### src/rtl/vcve2_dmem_pkg.sv
// Shared types and widths for the data-memory arbiter slice.
package vcve2_dmem_pkg;

  typedef enum logic {
    ARB_FIXED = 1'b0,
    ARB_RR    = 1'b1
  } arb_mode_e;

  localparam int unsigned DMEM_AW = 32;
  localparam int unsigned DMEM_DW = 32;

endpackage

### src/rtl/vcve2_dmem_id_fifo.sv
// In-flight requester ID FIFO; the head tells the arbiter where the next response belongs.
module vcve2_dmem_id_fifo #(
  parameter int unsigned Depth = 2,
  parameter int unsigned Width = 1,
  localparam int unsigned CntW = $clog2(Depth + 1),
  localparam int unsigned PtrW = (Depth > 1) ? $clog2(Depth) : 1
) (
  input  logic             clk_i,
  input  logic             rst_ni,
  input  logic             push_i,
  input  logic             pop_i,
  input  logic [Width-1:0] data_i,
  output logic [Width-1:0] head_o,
  output logic             full_o,
  output logic             empty_o,
  output logic [CntW-1:0]  count_o
);

  logic [Width-1:0] r_mem [Depth];
  logic [PtrW-1:0]  r_wrPtr;
  logic [PtrW-1:0]  r_rdPtr;
  logic [CntW-1:0]  r_count;
  logic             w_doPush;
  logic             w_doPop;

  assign full_o   = (r_count == CntW'(Depth));
  assign empty_o  = (r_count == '0);
  assign count_o  = r_count;
  assign head_o   = r_mem[r_rdPtr];
  assign w_doPush = push_i && !full_o;
  assign w_doPop  = pop_i && !empty_o;

  always_ff @(posedge clk_i) begin
    if (w_doPush) r_mem[r_wrPtr] <= data_i;
  end

  // Pointers wrap explicitly so non-power-of-two depths stay in range.
  always_ff @(posedge clk_i or negedge rst_ni) begin
    if (!rst_ni) begin
      r_wrPtr <= '0;
      r_rdPtr <= '0;
      r_count <= '0;
    end else begin
      if (w_doPush) r_wrPtr <= (r_wrPtr == PtrW'(Depth - 1)) ? '0 : r_wrPtr + 1'b1;
      if (w_doPop)  r_rdPtr <= (r_rdPtr == PtrW'(Depth - 1)) ? '0 : r_rdPtr + 1'b1;
      if (w_doPush && !w_doPop)      r_count <= r_count + 1'b1;
      else if (!w_doPush && w_doPop) r_count <= r_count - 1'b1;
    end
  end

endmodule

### src/rtl/vcve2_dmem_nport_arbiter.sv
// N-requester arbiter onto one OBI-style data port, with a held selection until granted
// and in-order response routing through an ID FIFO.
module vcve2_dmem_nport_arbiter
  import vcve2_dmem_pkg::*;
#(
  parameter int unsigned NumPorts       = 2,
  parameter int unsigned MaxOutstanding = 2,
  parameter arb_mode_e   ArbMode        = ARB_RR,
  localparam int unsigned IdW  = (NumPorts > 1) ? $clog2(NumPorts) : 1,
  localparam int unsigned CntW = $clog2(MaxOutstanding + 1)
) (
  input  logic                              clk_i,
  input  logic                              rst_ni,
  input  logic [NumPorts-1:0]               req_i,
  output logic [NumPorts-1:0]               gnt_o,
  output logic [NumPorts-1:0]               rvalid_o,
  output logic [NumPorts-1:0]               err_o,
  input  logic [NumPorts-1:0]               we_i,
  input  logic [NumPorts-1:0][3:0]          be_i,
  input  logic [NumPorts-1:0][DMEM_AW-1:0]  addr_i,
  input  logic [NumPorts-1:0][DMEM_DW-1:0]  wdata_i,
  output logic [DMEM_DW-1:0]                rdata_o,
  output logic                              data_req_o,
  output logic                              data_we_o,
  output logic [3:0]                        data_be_o,
  output logic [DMEM_AW-1:0]                data_addr_o,
  output logic [DMEM_DW-1:0]                data_wdata_o,
  input  logic                              data_gnt_i,
  input  logic                              data_rvalid_i,
  input  logic                              data_err_i,
  input  logic [DMEM_DW-1:0]                data_rdata_i,
  output logic [CntW-1:0]                   outstanding_o,
  output logic                              unexpected_rsp_o
);

  logic [IdW-1:0] r_rrPtr;
  logic           r_lock;
  logic [IdW-1:0] r_lockId;
  logic [IdW-1:0] w_winner;
  logic [IdW-1:0] w_idx;
  logic           w_found;
  logic [IdW-1:0] w_head;
  logic           w_fifoFull;
  logic           w_fifoEmpty;
  logic           w_push;
  logic           w_pop;

  // A stalled request keeps its port selected so the address stays stable until granted.
  always_comb begin
    w_winner = '0;
    w_idx    = '0;
    w_found  = 1'b0;
    if (r_lock) begin
      w_winner = r_lockId;
    end else if (ArbMode == ARB_FIXED) begin
      for (int i = NumPorts - 1; i >= 0; i--) begin
        if (req_i[i]) w_winner = IdW'(i);
      end
    end else begin
      for (int i = 0; i < NumPorts; i++) begin
        w_idx = IdW'((int'(r_rrPtr) + i) % NumPorts);
        if (!w_found && req_i[w_idx]) begin
          w_winner = w_idx;
          w_found  = 1'b1;
        end
      end
    end
  end

  assign data_req_o   = req_i[w_winner] && !w_fifoFull;
  assign data_we_o    = we_i[w_winner];
  assign data_be_o    = be_i[w_winner];
  assign data_addr_o  = addr_i[w_winner];
  assign data_wdata_o = wdata_i[w_winner];
  assign rdata_o      = data_rdata_i;

  assign w_push           = data_req_o && data_gnt_i;
  assign w_pop            = data_rvalid_i && !w_fifoEmpty;
  assign unexpected_rsp_o = data_rvalid_i && w_fifoEmpty;

  always_comb begin
    gnt_o    = '0;
    rvalid_o = '0;
    err_o    = '0;
    if (w_push) gnt_o[w_winner] = 1'b1;
    if (w_pop) begin
      rvalid_o[w_head] = 1'b1;
      err_o[w_head]    = data_err_i;
    end
  end

  always_ff @(posedge clk_i or negedge rst_ni) begin
    if (!rst_ni) begin
      r_rrPtr  <= '0;
      r_lock   <= 1'b0;
      r_lockId <= '0;
    end else begin
      r_lock <= data_req_o && !data_gnt_i;
      if (data_req_o && !data_gnt_i) r_lockId <= w_winner;
      if (ArbMode == ARB_RR && w_push)
        r_rrPtr <= (w_winner == IdW'(NumPorts - 1)) ? '0 : w_winner + 1'b1;
    end
  end

  vcve2_dmem_id_fifo #(
    .Depth (MaxOutstanding),
    .Width (IdW)
  ) u_id_fifo (
    .clk_i   (clk_i),
    .rst_ni  (rst_ni),
    .push_i  (w_push),
    .pop_i   (w_pop),
    .data_i  (w_winner),
    .head_o  (w_head),
    .full_o  (w_fifoFull),
    .empty_o (w_fifoEmpty),
    .count_o (outstanding_o)
  );

endmodule

### config.mk
export PLATFORM = sky130hd
export DESIGN_NAME = vcve2_dmem_nport_arbiter
export DESIGN_NICKNAME = d
export VERILOG_FILES = /design/src/rtl/vcve2_dmem_pkg.sv /design/src/rtl/vcve2_dmem_id_fifo.sv /design/src/rtl/vcve2_dmem_nport_arbiter.sv
export SDC_FILE = /design/constraint.sdc
export NUM_CORES = 1
export LEC_CHECK = 0
export ABC_CLOCK_PERIOD_IN_PS = 5400
export BUFFER_PORTS_ARGS = -buffer_cell sky130_fd_sc_hd__buf_2
export CAP_MARGIN = 20
export CORE_AREA = 4 4 111 113
export CTS_BUF_LIST = sky130_fd_sc_hd__clkbuf_8
export DETAILED_ROUTE_END_ITERATION = 8
export DIE_AREA = 0 0 115 117
export GPL_ROUTABILITY_DRIVEN = 0
export PLACE_DENSITY = 0.56
export REMOVE_ABC_BUFFERS = 1
export SLEW_MARGIN = 20
export SYNTH_ARGS = -nofsm -noshare
export SYNTH_HDL_FRONTEND = slang
export SYNTH_SLANG_ARGS = --single-unit
### constraint.sdc
create_clock -name clk_i -period 5.4 [get_ports clk_i]
set_clock_uncertainty 0.1 [all_clocks]
set_input_delay 0.81 -clock clk_i [delete_from_list [all_inputs] [get_ports clk_i]]
set_output_delay 0.81 -clock clk_i [all_outputs]
set_load 0.005 [all_outputs]
---- Word level (Yosys, flattened, before mapping) ----
Memories as Yosys holds them, arrays and structs flattened.
Index checks and enable logic that the tools add are counted.
operators by class
  add/subtract/negate cells ............... 6
  magnitude comparators ................... 6
  equality and inequality tests ........... 1
  mux-type cells .......................... 33
  bitwise gates (word level) .............. 1
  reductions and logical operators ........ 20
operators by type and width
  cell                                                        count
  2-to-1 mux 32 bit                                           4
  2-to-1 mux 1 bit                                            20
  logical AND 1 bit                                           12
  2-to-1 mux 2 bit                                            5
  less-than comparator 1 x 2 -> 1 bit, second input constant  4
  2-to-1 mux 4 bit                                            2
  logical NOT 1 bit                                           6
  adder 1 bit, second input constant                          4
  adder 2 x 1 -> 2 bit, second input constant                 1
  AND 2 bit                                                   1
  demux 1 bit (select 1 bit)                                  2
  equality test 2 bit, second input constant                  1
  >= comparator 1 bit, second input constant                  2
  logical NOT 2 bit                                           1
  nonzero test 2 bit                                          1
  subtractor 2 x 1 -> 2 bit, second input constant            1
word-level totals
  bits in registers ....................... 7
  memory bits (writable) .................. 2
  input port bits ......................... 177
  output and inout port bits .............. 111
  logic and storage cells ................. 74
  memories ................................ 1
memories
  name             words  bits a word  read ports  clocked after memory_dff  write ports  line                      RTL
  u_id_fifo.r_mem  2      1            1           0                         1            vcve2_dmem_id_fifo.sv:19  logic [Width-1:0] r_mem [Depth];

---- Depth between registers and ports, before layout ----
Gate-level depths: netlist of the first run.
  word-level depth ........................ 17
  mapped depth ............................ 7
  depth with buffers taken out ............ 7

---- Hierarchy ----
From an unflattened synthesis of the first run, not the netlist that was laid out.
second synthesis, totals
  cells, all modules ...................... 160
  area, all modules ....................... 1859.3 um^2
modules (own cells, without submodules)
  module                    times used  cells each  area an instance (um^2)  sequential area each (um^2)
  vcve2_dmem_nport_arbiter  1           138         1591.5                   75.1
  vcve2_dmem_id_fifo        1           22          267.8                    160.2

---- Worst setup path before layout of the first run ----
OpenSTA, ideal clock, no wires.
  path kind ............................... in2out
  start point ............................. input port req_i[0]
  end point ............................... output port data_addr_o[0]
  arrival time ............................ 1.732 ns
  required time ........................... 4.490 ns
  slack ................................... 2.758 ns
  stages .................................. 5
  buffers on the path ..................... 2
  cells stage by stage .................... and2b_1 > o21ai_2 > buf_6 > buf_12 > mux2_4
between the ends
  longest elaborated chain between the ends .. 10
  elaborated cells on any way between the ends .. 13
  those cells by class .................... mux (11); reduce/logical (2)
RTL lines
  what                                                    line                            RTL
  start: declaration                                      vcve2_dmem_nport_arbiter.sv:14  input logic [NumPorts-1:0] req_i,
  2-to-1 mux 1 bit (not written as such) (2 in a row)     vcve2_dmem_nport_arbiter.sv:62  if (!w_found && req_i[w_idx]) begin
  2-to-1 mux 1 bit                                        vcve2_dmem_nport_arbiter.sv:62
  2-to-1 mux 1 bit                                        vcve2_dmem_nport_arbiter.sv:53  if (r_lock) begin
  logical NOT 1 bit                                       vcve2_dmem_nport_arbiter.sv:62
  logical AND 1 bit                                       vcve2_dmem_nport_arbiter.sv:62
  2-to-1 mux 1 bit *                                      vcve2_dmem_nport_arbiter.sv:62
  2-to-1 mux 1 bit *                                      vcve2_dmem_nport_arbiter.sv:53
  2-to-1 mux 32 bit (not written as such) * (2 in a row)  vcve2_dmem_nport_arbiter.sv:73  assign data_addr_o = addr_i[w_winner];
  end: declaration                                        vcve2_dmem_nport_arbiter.sv:26  output logic [DMEM_AW-1:0] data_addr_o,
Mark *: on every way between the ends. The rest lies on a longest branch, timed or not. The select of a mux whose other input is x is not followed.

---- Final worst setup path of the first run ----
  start point ............................. input port req_i[0]
  end point ............................... output port data_we_o
between the ends
  longest elaborated chain between the ends .. 10
  elaborated cells on any way between the ends .. 13
  those cells by class .................... mux (11); reduce/logical (2)
RTL lines
  what                                                   line                            RTL
  2-to-1 mux 1 bit (not written as such) (2 in a row)    vcve2_dmem_nport_arbiter.sv:62
  2-to-1 mux 1 bit                                       vcve2_dmem_nport_arbiter.sv:62
  2-to-1 mux 1 bit                                       vcve2_dmem_nport_arbiter.sv:53
  logical NOT 1 bit                                      vcve2_dmem_nport_arbiter.sv:62
  logical AND 1 bit                                      vcve2_dmem_nport_arbiter.sv:62
  2-to-1 mux 1 bit *                                     vcve2_dmem_nport_arbiter.sv:62
  2-to-1 mux 1 bit *                                     vcve2_dmem_nport_arbiter.sv:53
  2-to-1 mux 1 bit (not written as such) * (2 in a row)  vcve2_dmem_nport_arbiter.sv:71  assign data_we_o = we_i[w_winner];
  end: declaration                                       vcve2_dmem_nport_arbiter.sv:24  output logic data_we_o,
Marks and branches as above.

==> results of run 1 <==
cell families (layout without fill, tap and decap cells):
family / Yosys count / count (layout) / share of synthesized area, %
xor+xnor: 5 / 5 / 2.34
compound gates: 8 / 8 / 3.21
mux: 72 / 72 / 54.2
buf+inv: 46 / 234 / 21.1
simple gates: 19 / 19 / 5.89
fa+ha+maj: 1 / 1 / 0.669
flops: 9 / 9 / 12.6
worst paths after layout:
kind,start,end,slack (ns)
min in group clk_i,u_id_fifo.r_rdPtr$_DFFE_PN0P_,u_id_fifo.r_rdPtr$_DFFE_PN0P_,0.39
hold / removal,rst_ni,r_lock$_DFF_PN0_,0.30
setup / recovery,req_i[0],data_we_o,1.77
setup reg to reg,r_lock$_DFF_PN0_,u_id_fifo.count_o[1]$_DFFE_PN0P_,3.32
hold reg to reg,u_id_fifo.r_rdPtr$_DFFE_PN0P_,u_id_fifo.r_rdPtr$_DFFE_PN0P_,0.39
max in group asynchronous,rst_ni,u_id_fifo.count_o[0]$_DFFE_PN0P_,4.74
area by class of cell:
class	instances	area, um2
Clock inverter	1	3.75
Sequential cell	9	235
Inverter	6	22.5
Tap cell	143	179
Multi-Input combinational cell	105	1250
Timing Repair Buffer	224	1140
Fill cell	1238	8450
Clock buffer	3	41.3
stage by stage:
| step | util [%] | cell area (um2) | setup WS (ns) | cells | power, W |
|---|---|---|---|---|---|
| after detailed placement | 24.9 | 2820 | 1.71 | 487 | 0.000841 |
| after floorplan | - | 1500 | 0.286 | 120 | 0.000625 |
| final | 25.3 | 2870 | 1.77 | 491 | 0.000905 |
| after global routing | 25.3 | 2870 | 1.65 | 491 | 0.000983 |
| after global placement | 24.9 | 2820 | 1.77 | 487 | 0.000831 |
| after CTS | 25.3 | 2870 | 1.71 | 491 | 0.000923 |
metal layers:
| metal | vias up | GRT usage [%] | share of wire, % |
|---|---|---|---|
| met1 | 896 | 12.7 | 39 |
| met4 | 0 | 2.58 | 0.90 |
| li1 | 911 | - | - |
| met3 | 7 | 6.58 | 16 |
| met5 | - | 3.33 | 0 |
| met2 | 175 | 13.9 | 44 |
worst max-delay path: cells and delay by family:
| kind | cells | cell delay [ns] |
|---|---|---|
| buffers and inverters | 3 | 0.66 |
| muxes | 1 | 0.38 |
| and+or+nand+nor | 1 | 0.19 |
| AOI/OAI and AO/OA | 1 | 0.61 |
power breakdown:
group / switching (W) / internal, W
combinational: 0.000278 / 0.000415
clock: 0.0000272 / 0.0000495
sequential: 0.0000323 / 0.000102
synth_stat cells:
cell	n
nand3b_1	1
dfrtp_1	7
buf_4	32
buf_6	1
o2111ai_1	2
nor2b_1	1
o21ai_1	1
buf_12	5
xnor2_1	3
and2b_1	1
buf_8	1
and3_1	3
nand2_1	1
xor2_1	2
mux2_4	55
edfxtp_1	2
nor3b_1	3
buf_2	1
inv_1	6
and2_1	2
a21oi_1	2
a41oi_1	1
ha_1	1
a32o_1	1
o21ai_2	1
nor2_1	5
mux2_2	15
nand2b_1	2
mux2i_1	2
state kept, by name, summed over array words and instances, names as in the netlist:
register,flops
u_id_fifo.count_o,2
u_id_fifo.r_mem,2
r_lock,1
r_lockId,1
r_rrPtr,1
u_id_fifo.r_rdPtr,1
u_id_fifo.r_wrPtr,1
placed cells by master (no fill, tap or decap):
cell type	count
a21oi_1	2
a32o_1	1
a41oi_1	1
and2_1	2
and2b_1	1
and3_1	3
buf_12	1
buf_2	223
clkbuf_8	3
dfrtp_1	7
edfxtp_1	2
ha_1	1
inv_1	7
mux2_2	15
mux2_4	55
mux2i_1	2
nand2_1	1
nand2b_1	2
nand3b_1	1
nor2_1	5
nor2b_1	1
nor3b_1	3
o2111ai_1	2
o21ai_1	1
o21ai_4	1
xnor2_1	3
xor2_1	2
==> out/metrics.cfg, run 1 <==
[cells_and_area]
drive_gt1_share_pct=85.6
diodes=0
final_nets=527
areaGrowthSynthToFinish_pct=53.2

[sta]
relSlewSlack_pct=47.8
drv_slew=0
whs_ns=0.300
min_period_ns=3.63
rsz0062_at_grt=false
tightest_slew_ns=0.780
setup_viol=0
fin_setup_tns_ns=0
hold_viol=0
fin_crit_sh_pct=67.2
fmax_mhz=275

[min_path]
min_path_type=in -> async

[critical_path]
path_cells=buf_2, and2b_1, o21ai_4, buf_12, mux2_2, buf_2
crit_type=in -> out
required_ns=4.49
setup.worst_path.start_class=primary input
crit_top_cell=buf_2
reg2regPathDepth=7
cp_data_arrival_time_ns=2.72
critPathCaptureType=output port
crit_fanout=57
slowest_stage=o21ai_4
critPathMaxStageDelay_ns=0.61

[pwr]
peakVddDrop_uv=135
power.density_mw_per_mm2=316
static-leakage-power_nw=1.64

[floorplan]
start_util_pct=16.5
core_area_mm2=0.0113
rows=39
die_h_um=117
ios=288
die-area_mm2=0.0135
fp.dieW_um=115

[clock_tree]
cts_max_level=1
clock-sinks=9
holdBufCountCts=0
root_buffer=clkbuf_8
numCtsBuffers=3
cts.repair.resized=0
worstSkewPairLatency_ns=0.23
cts_tree=done
cts.clk_slew.worst_paths_ns=0.05
post_cts_buffers=0
cts_buffer_depth=2

[synth]
netlist.area_leader.share_pct=44.1
synth_area_leaders=mux2_4, buf_4, dfrtp_1, mux2_2, buf_12
avgSynthCellArea_um2=11.7
ys_warn_count=0
syn_area_mm2=0.00187
synth_cells=160
ys_seq_area_share_pct=12.6
yosys.area.top_type=mux2_4
synth_cell_types=29
synth_seq_cells=9

[route]
drt_iter0_drc=32
drtPass1Iterations=4
ant_nets=0
vias_per_cell=4.05
drc=0
wl_per_cell_um=16.0
drt-total-wl_mm=7.88
vias=1989

[place]
dp_hpwl_mm=7.05
io_buffers=223

[outcome]
status=completed

[global_route]
grt-ovfl-total=0
grt_max_degree=58
grt_antenna_before_repair=0
grt_pass1_wl_mm=10.5
grt_pass1_vias=1950
grt_usage_pct=10.1

[job]
maxCapViolCount=0

(Power assumes the default switching activity.)
==> run 2, diff against run 1 <==
ABC_AREA = 1   (was unset)
ABC_CLOCK_PERIOD_IN_PS = 3800   (was 5400)
CORE_AREA = 4 4 108 110   (was 4 4 111 113)
DIE_AREA = 0 0 112 114   (was 0 0 115 117)
clock period = 3.8 ns   (was 5.4 ns; I/O delays follow)
==> run 2 against run 1 <==
Compared with the run above: critical endpoint is now gnt_o[0]; largest cell class is now buffers; worst setup slack worse by 0.84 ns; power up 30%; register-to-register slack worse by 1.6 ns; non-clock buffer count down 1; cell count up 30%; clock-buffer cell count unchanged; sequential cell count unchanged; highest routed layer is now met5; hold slack worse by 0.24 ns; combinational power up 29%.
==> out/metrics.cfg, run 2 <==
[outcome]
status=completed

[synth]
syn_area_mm2=0.00168  ; -10%
synth_area_leaders=nand2_1, buf_4, dfrtp_1, buf_6, edfxtp_1
synth_seq_cells=9  ; unchanged
avgSynthCellArea_um2=5.32  ; -54%
netlist.area_leader.share_pct=48.1  ; +4.0 points
yosys.area.top_type=nand2_1
synth-edff-count=2  ; unchanged
synth_commonest_cells=nand2_1, buf_4, inv_1
synth_cell_types=27  ; -6.9%
yosysMostFrequentCell=nand2_1
synth-async-reset-ratio_pct=77.8  ; unchanged
ys_seq_area_share_pct=14.0  ; +1.5 points
ys_warn_count=0  ; unchanged
synth_cells=315  ; +97%
synthFlopType=dfrtp_1

[global_route]
grt-ovfl-total=0  ; unchanged
grt_use_met3_pct=6.42  ; -0.16 points
grt_pass1_wl_mm=11.4  ; +8.5%
met2_usage_pct=16.3  ; +2.5 points
grt_usage_pct=10.9  ; +0.84 points
grt_pass1_vias=2341  ; +20%
grt_max_degree=74  ; +28%
grt_antenna_before_repair=0  ; unchanged
use_met1_pct=13.9  ; +1.2 points
busiest_layer=met2

[route]
drtPass1Iterations=4  ; unchanged
drt-total-wl_mm=7.83  ; -0.56%
vias=2423  ; +22%
vias_per_cell=3.81  ; -6.0%
drc=0  ; unchanged
ant_nets=0  ; unchanged
drt_iter0_drc=95  ; +200%
wl_per_cell_um=12.3  ; -23%

[place]
dp.cells=632  ; +30%
dp_hpwl_mm=6.60  ; -6.4%
io_buffers=223  ; unchanged

[floorplan]
fp.dieW_um=112  ; -2.6%
start_util_pct=15.7  ; -0.85 points
ios=288  ; unchanged
core_area_mm2=0.0107  ; -5.5%
die_h_um=114  ; -2.6%
die-area_mm2=0.0128  ; -5.1%
rows=38  ; -2.6%

[cells_and_area]
drive_gt1_share_pct=47.8  ; -38 points
fillCellCount=1264  ; +2.1%
diodes=0  ; unchanged
fin_cells=636  ; +30%
final_cell_mix=buf_2, nand2_1, inv_1, dfrtp_1, nor2_1
multi_input_area_mm2=0.00102  ; -18%
utilization_pct=24.8  ; -0.49 points
ff_latch_area_um2=235  ; unchanged
final_nets=675  ; +28%
final_common_cell=buf_2
areaGrowthSynthToFinish_pct=58.4

[critical_path]
crit_type=in -> out
required_ns=3.13  ; -1.36 ns
r2r_start=r_rrPtr$_DFFE_PN0N_
setup.worst_path.start_class=primary input
critical_path.endpoint=gnt_o[0]
critPathCaptureType=output port
regToRegSetupSlack_ns=1.75  ; -1.57 ns
critical_path.startpoint=req_i[1]
reg2reg_to=r_rrPtr$_DFFE_PN0N_
cp_data_arrival_time_ns=2.20  ; -0.52 ns
reg2regPathDepth=7  ; unchanged
crit_fanout=73  ; +28%

[sta]
fin_crit_sh_pct=75.5
rsz0062_at_grt=false
setup_viol=0  ; unchanged
drv_slew=0  ; unchanged
fmax_mhz=348
whs_ns=0.0650  ; -0.235 ns
hold_viol=0  ; unchanged
tightest_slew_ns=0.702  ; -0.0782 ns
fin_setup_tns_ns=0  ; unchanged
relSlewSlack_pct=53.2  ; +5.4 points
min_period_ns=2.87

[min_path]
min_path_type=in -> async

[job]
maxCapViolCount=0  ; unchanged

[clock_tree]
worstSkewPairLatency_ns=0.23  ; about the same
cts_tree=done
holdBufCountCts=0  ; unchanged
cts.repair.resized=0  ; unchanged
clock-sinks=9  ; unchanged
cts_buffer_depth=2  ; unchanged
numCtsBuffers=3  ; unchanged
post_cts_buffers=0  ; unchanged
cts.clk_slew.worst_paths_ns=0.04  ; about the same
root_buffer=clkbuf_8
cts_max_level=1  ; unchanged

[pwr]
static-leakage-power_nw=1.83  ; +11%
power.density_mw_per_mm2=443  ; +40%
peakVddDrop_uv=260  ; +93%

==> run 2: cell types whose count changed in the layout (fill, tap and decap cells not counted), moves of 3 or more <==
| cell | before | now |
|---|---|---|
| inv_1 | 7 | 15 |
| and3_1 | 3 | 0 |
| nand2_1 | 1 | 215 |
| mux2_4 | 55 | 0 |
| mux2_2 | 15 | 0 |
| nand4_1 | 0 | 3 |
==> run 2: layer usage <==
metal / up-vias / wire length [um]
met3: 4 / 1140
met5: - / 67
met4: 2 / 19
li1: 1266 / -
met2: 168 / 3380
met1: 983 / 3220
==> run 2: stage by stage <==
step	total power, W	worst slack, ns	area [um2]
after floorplan	0.000659	1.51	1320
after global placement	0.00109	0.906	2610
after detailed placement	0.00109	0.917	2610
after CTS	0.00120	0.931	2660
after global routing	0.00133	0.721	2660
final	0.00118	0.930	2660
==> run 2: worst max-delay path: stages <==
cell	delay [ns]
buf_2	0.12
inv_2	0.06
nor2_4	0.03
nand2_4	0.08
nand2_8	0.22
inv_4	0.59
nand4_1	0.22
inv_1	0.09
buf_2	0.11
==> run 2: cell type report <==
| class | instances | area share (%) |
|---|---|---|
| clock buffer | 3 | 1.55 |
| clock inverter | 1 | 0.141 |
| inverter | 16 | 2.36 |
| multi-input combinational | 244 | 38.5 |
| sequential | 9 | 8.86 |
| tap | 140 | 6.59 |
| timing repair buffer | 223 | 42.0 |
==> run 2: worst min path at each step <==
| stage | start | end | slack (ns) | cells after the start |
|---|---|---|---|---|
| after floorplan | rst_ni | r_lock$_DFF_PN0_ | 0.17 | 0 |
| after global placement | rst_ni | u_id_fifo.r_rdPtr$_DFFE_PN0P_ | 0.31 | 1 |
| after detailed placement | rst_ni | u_id_fifo.r_rdPtr$_DFFE_PN0P_ | 0.32 | 1 |
| after CTS | rst_ni | u_id_fifo.r_rdPtr$_DFFE_PN0P_ | 0.07 | 1 |
| after global routing | rst_ni | u_id_fifo.r_rdPtr$_DFFE_PN0P_ | 0.07 | 1 |
| final | rst_ni | u_id_fifo.r_rdPtr$_DFFE_PN0P_ | 0.07 | 1 |
==> run 2: cells by family after synthesis <==
group | after synthesis | share of synthesized area [%]
adder cells (fa/ha/maj) | 1 | 0.746
XOR/XNOR | 3 | 1.57
buffers and inverters | 62 | 25.0
flip-flops | 9 | 14.0
AO/OA/AOI/OAI | 4 | 1.42
AND/OR/NAND/NOR | 236 | 57.2
==> run 2: report_power, final <==
part           internal [W]  leakage [nW]  switching (W)  total (W)
clock network     0.0000701        0.0269      0.0000349   0.000105
registers          0.000143         0.104      0.0000329   0.000176
logic              0.000379          1.70       0.000517   0.000896
==> run 3, diff against run 2 <==
ABC_CLOCK_PERIOD_IN_PS = 2520   (was 3800)
CORE_AREA = 4 4 110 112   (was 4 4 108 110)
DIE_AREA = 0 0 114 116   (was 0 0 112 114)
PLACE_DENSITY = 0.57   (was 0.56)
clock period = 2.52 ns   (was 3.8 ns; I/O delays follow)
==> run 3 against run 2 <==
Compared with the run above: register-to-register slack lost 1.1 ns; sequential share of layout area shrank 0.23 points; non-clock buffer count up 5; power rose by 57%; combinational power increased by 58%; via count up 2.1%; global-route usage is 0.12 points higher; first-iteration DRC count grew 18%; clock-buffer cell count stayed put; hold slack gained 0.29 ns; clock power increased by 62%; critical path type is now reg -> out; largest cell class unchanged; highest routed layer unchanged.
==> out/metrics.cfg, run 3 (synthesis gave the netlist of run 2 again) <==
[critical_path]
r2r_start=r_lock$_DFF_PN0_
crit_top_cell=nand2_1
crit_fanout=28  ; -62%
path_cells=inv_1, nand2_1, nand2_4, nand2_8, inv_4, buf_12, nand2_1, nand2_1, buf_2
cp_data_arrival_time_ns=1.64  ; -0.56 ns
required_ns=2.04  ; -1.09 ns
setup.worst_path.start_class=flip-flop
reg2regPathDepth=9  ; +2
critical_path.startpoint=r_rrPtr$_DFFE_PN0N_
crit_type=reg -> out
critPathCaptureType=output port
slowest_stage=dfrtp_1
critPathMaxStageDelay_ns=0.37  ; -0.22 ns

[route]
vias_per_cell=3.84  ; +0.88%
ant_nets=0  ; unchanged
drt_iter0_drc=112  ; +18%
drtPass1Iterations=4  ; unchanged
vias=2475  ; +2.1%
wl_met3_mm=1.13  ; -0.79%
highest_layer=met5
wl_per_cell_um=12.5  ; +1.4%
met2WireLength_mm=3.60  ; +6.4%
drc=0  ; unchanged
met1Wirelength_mm=3.16  ; -2.0%
drt-total-wl_mm=8.05  ; +2.7%

[clock_tree]
worstSkewPairLatency_ns=0.24  ; about the same
root_buffer=clkbuf_8
cts_buffer_depth=2  ; unchanged
numCtsBuffers=3  ; unchanged
cts_tree=done
cts_max_level=1  ; unchanged
holdBufCountCts=1  ; +1
cts.clk_slew.worst_paths_ns=0.04  ; about the same
cts.repair.resized=0  ; unchanged
post_cts_buffers=0  ; unchanged
clock-sinks=9  ; unchanged

[sta]
hold_viol=0  ; unchanged
relSlewSlack_pct=75.5  ; +22 points
fin_setup_tns_ns=0  ; unchanged
rsz0062_at_grt=false
setup_viol=0  ; unchanged
tightest_slew_ns=0.363  ; -0.339 ns
fin_crit_sh_pct=84.0
min_period_ns=2.12
drv_slew=0  ; unchanged
setup_ws_ns=0.403  ; -0.528 ns
fmax_mhz=472

[pwr]
static-leakage-power_nw=1.86  ; +1.8%
peakVddDrop_uv=267  ; +2.6%
power.density_mw_per_mm2=679  ; +53%

[min_path]
hp-start=req_i[0]
min_path_type=in -> reg
holdPathStages=3

[place]
place_ws_ns=0.532  ; -0.385 ns
dp_hpwl_mm=6.96  ; +5.4%
io_buffers=223  ; unchanged
placed_area_mm2=0.00267  ; +2.3%
dp.cells=639  ; +1.1%

[global_route]
grt_usage_pct=11.0  ; +0.12 points
grt_pass1_wl_mm=11.5  ; +1.2%
grt_antenna_before_repair=0  ; unchanged
grt-ovfl-total=0  ; unchanged
grt_pass1_vias=2258  ; -3.5%
grt_max_degree=37  ; -50%

[cells_and_area]
areaGrowthSynthToFinish_pct=62.6
fin_area_mm2=0.00273  ; +2.6%
drive_gt1_share_pct=48.3  ; +0.52 points
final_common_cell=buf_2
fin_cells=644  ; +1.3%
final_cell_mix=buf_2, nand2_1, inv_1, dfrtp_1, nor2_1
final_nets=680  ; +0.74%
utilization_pct=24.3  ; -0.54 points
diodes=0  ; unchanged

[floorplan]
rows=39  ; +2.6%
ios=288  ; unchanged
die_h_um=116  ; +1.8%
core_area_mm2=0.0112  ; +4.9%
start_util_pct=14.9  ; -0.73 points
die-area_mm2=0.0132  ; +3.6%
fp.dieW_um=114  ; +1.8%

[outcome]
status=completed

[job]
maxCapViolCount=0  ; unchanged

==> run 3: worst paths after layout <==
path / end / slack, ns
setup / recovery: data_wdata_o[26] / 0.40
hold / removal: r_rrPtr$_DFFE_PN0N_ / 0.36
setup reg to reg: u_id_fifo.count_o[1]$_DFFE_PN0P_ / 0.66
hold reg to reg: r_rrPtr$_DFFE_PN0N_ / 0.37
max in group asynchronous: r_lockId$_DFFE_PN0P_ / 1.76
min in group asynchronous: u_id_fifo.r_wrPtr$_DFFE_PN0P_ / 0.40
==> run 3: through the flow <==
stage / hold slack [ns] / total power (W)
after floorplan: -0.0176 / 0.000993
after global placement: 0.128 / 0.00171
after detailed placement: 0.129 / 0.00171
after CTS: 0.355 / 0.00190
after global routing: 0.383 / 0.00209
final: 0.360 / 0.00185
==> run 3: metal layers <==
metal  GRT usage [%]  vias up
met5            4.81        -
met4            2.38        2
met3            6.06        9
met2            16.5      155
met1            13.6     1031
li1                -     1278
==> run 3: layout make-up <==
type | count | area (um2)
clock buffers | 3 | 41.3
well taps | 143 | 179
repair buffers | 228 | 1180
inverters | 16 | 62.6
multi-input cells | 244 | 1020
fillers | 1366 | 8500
clock inverters | 1 | 5.00
flip-flops and latches | 9 | 235
==> run 3: report_power, final <==
part / switching (W) / total, W / internal (W)
combinational: 0.000793 / 0.00142 / 0.000622
clock: 0.0000618 / 0.000170 / 0.000108
sequential: 0.0000505 / 0.000266 / 0.000216
==> run 3: worst max-delay path, delay by kind of cell, from the launching register on <==
kind | cells | cell delay [ns]
buffers and inverters | 4 | 0.60
flip-flops | 1 | 0.37
AND/OR/NAND/NOR | 5 | 0.41
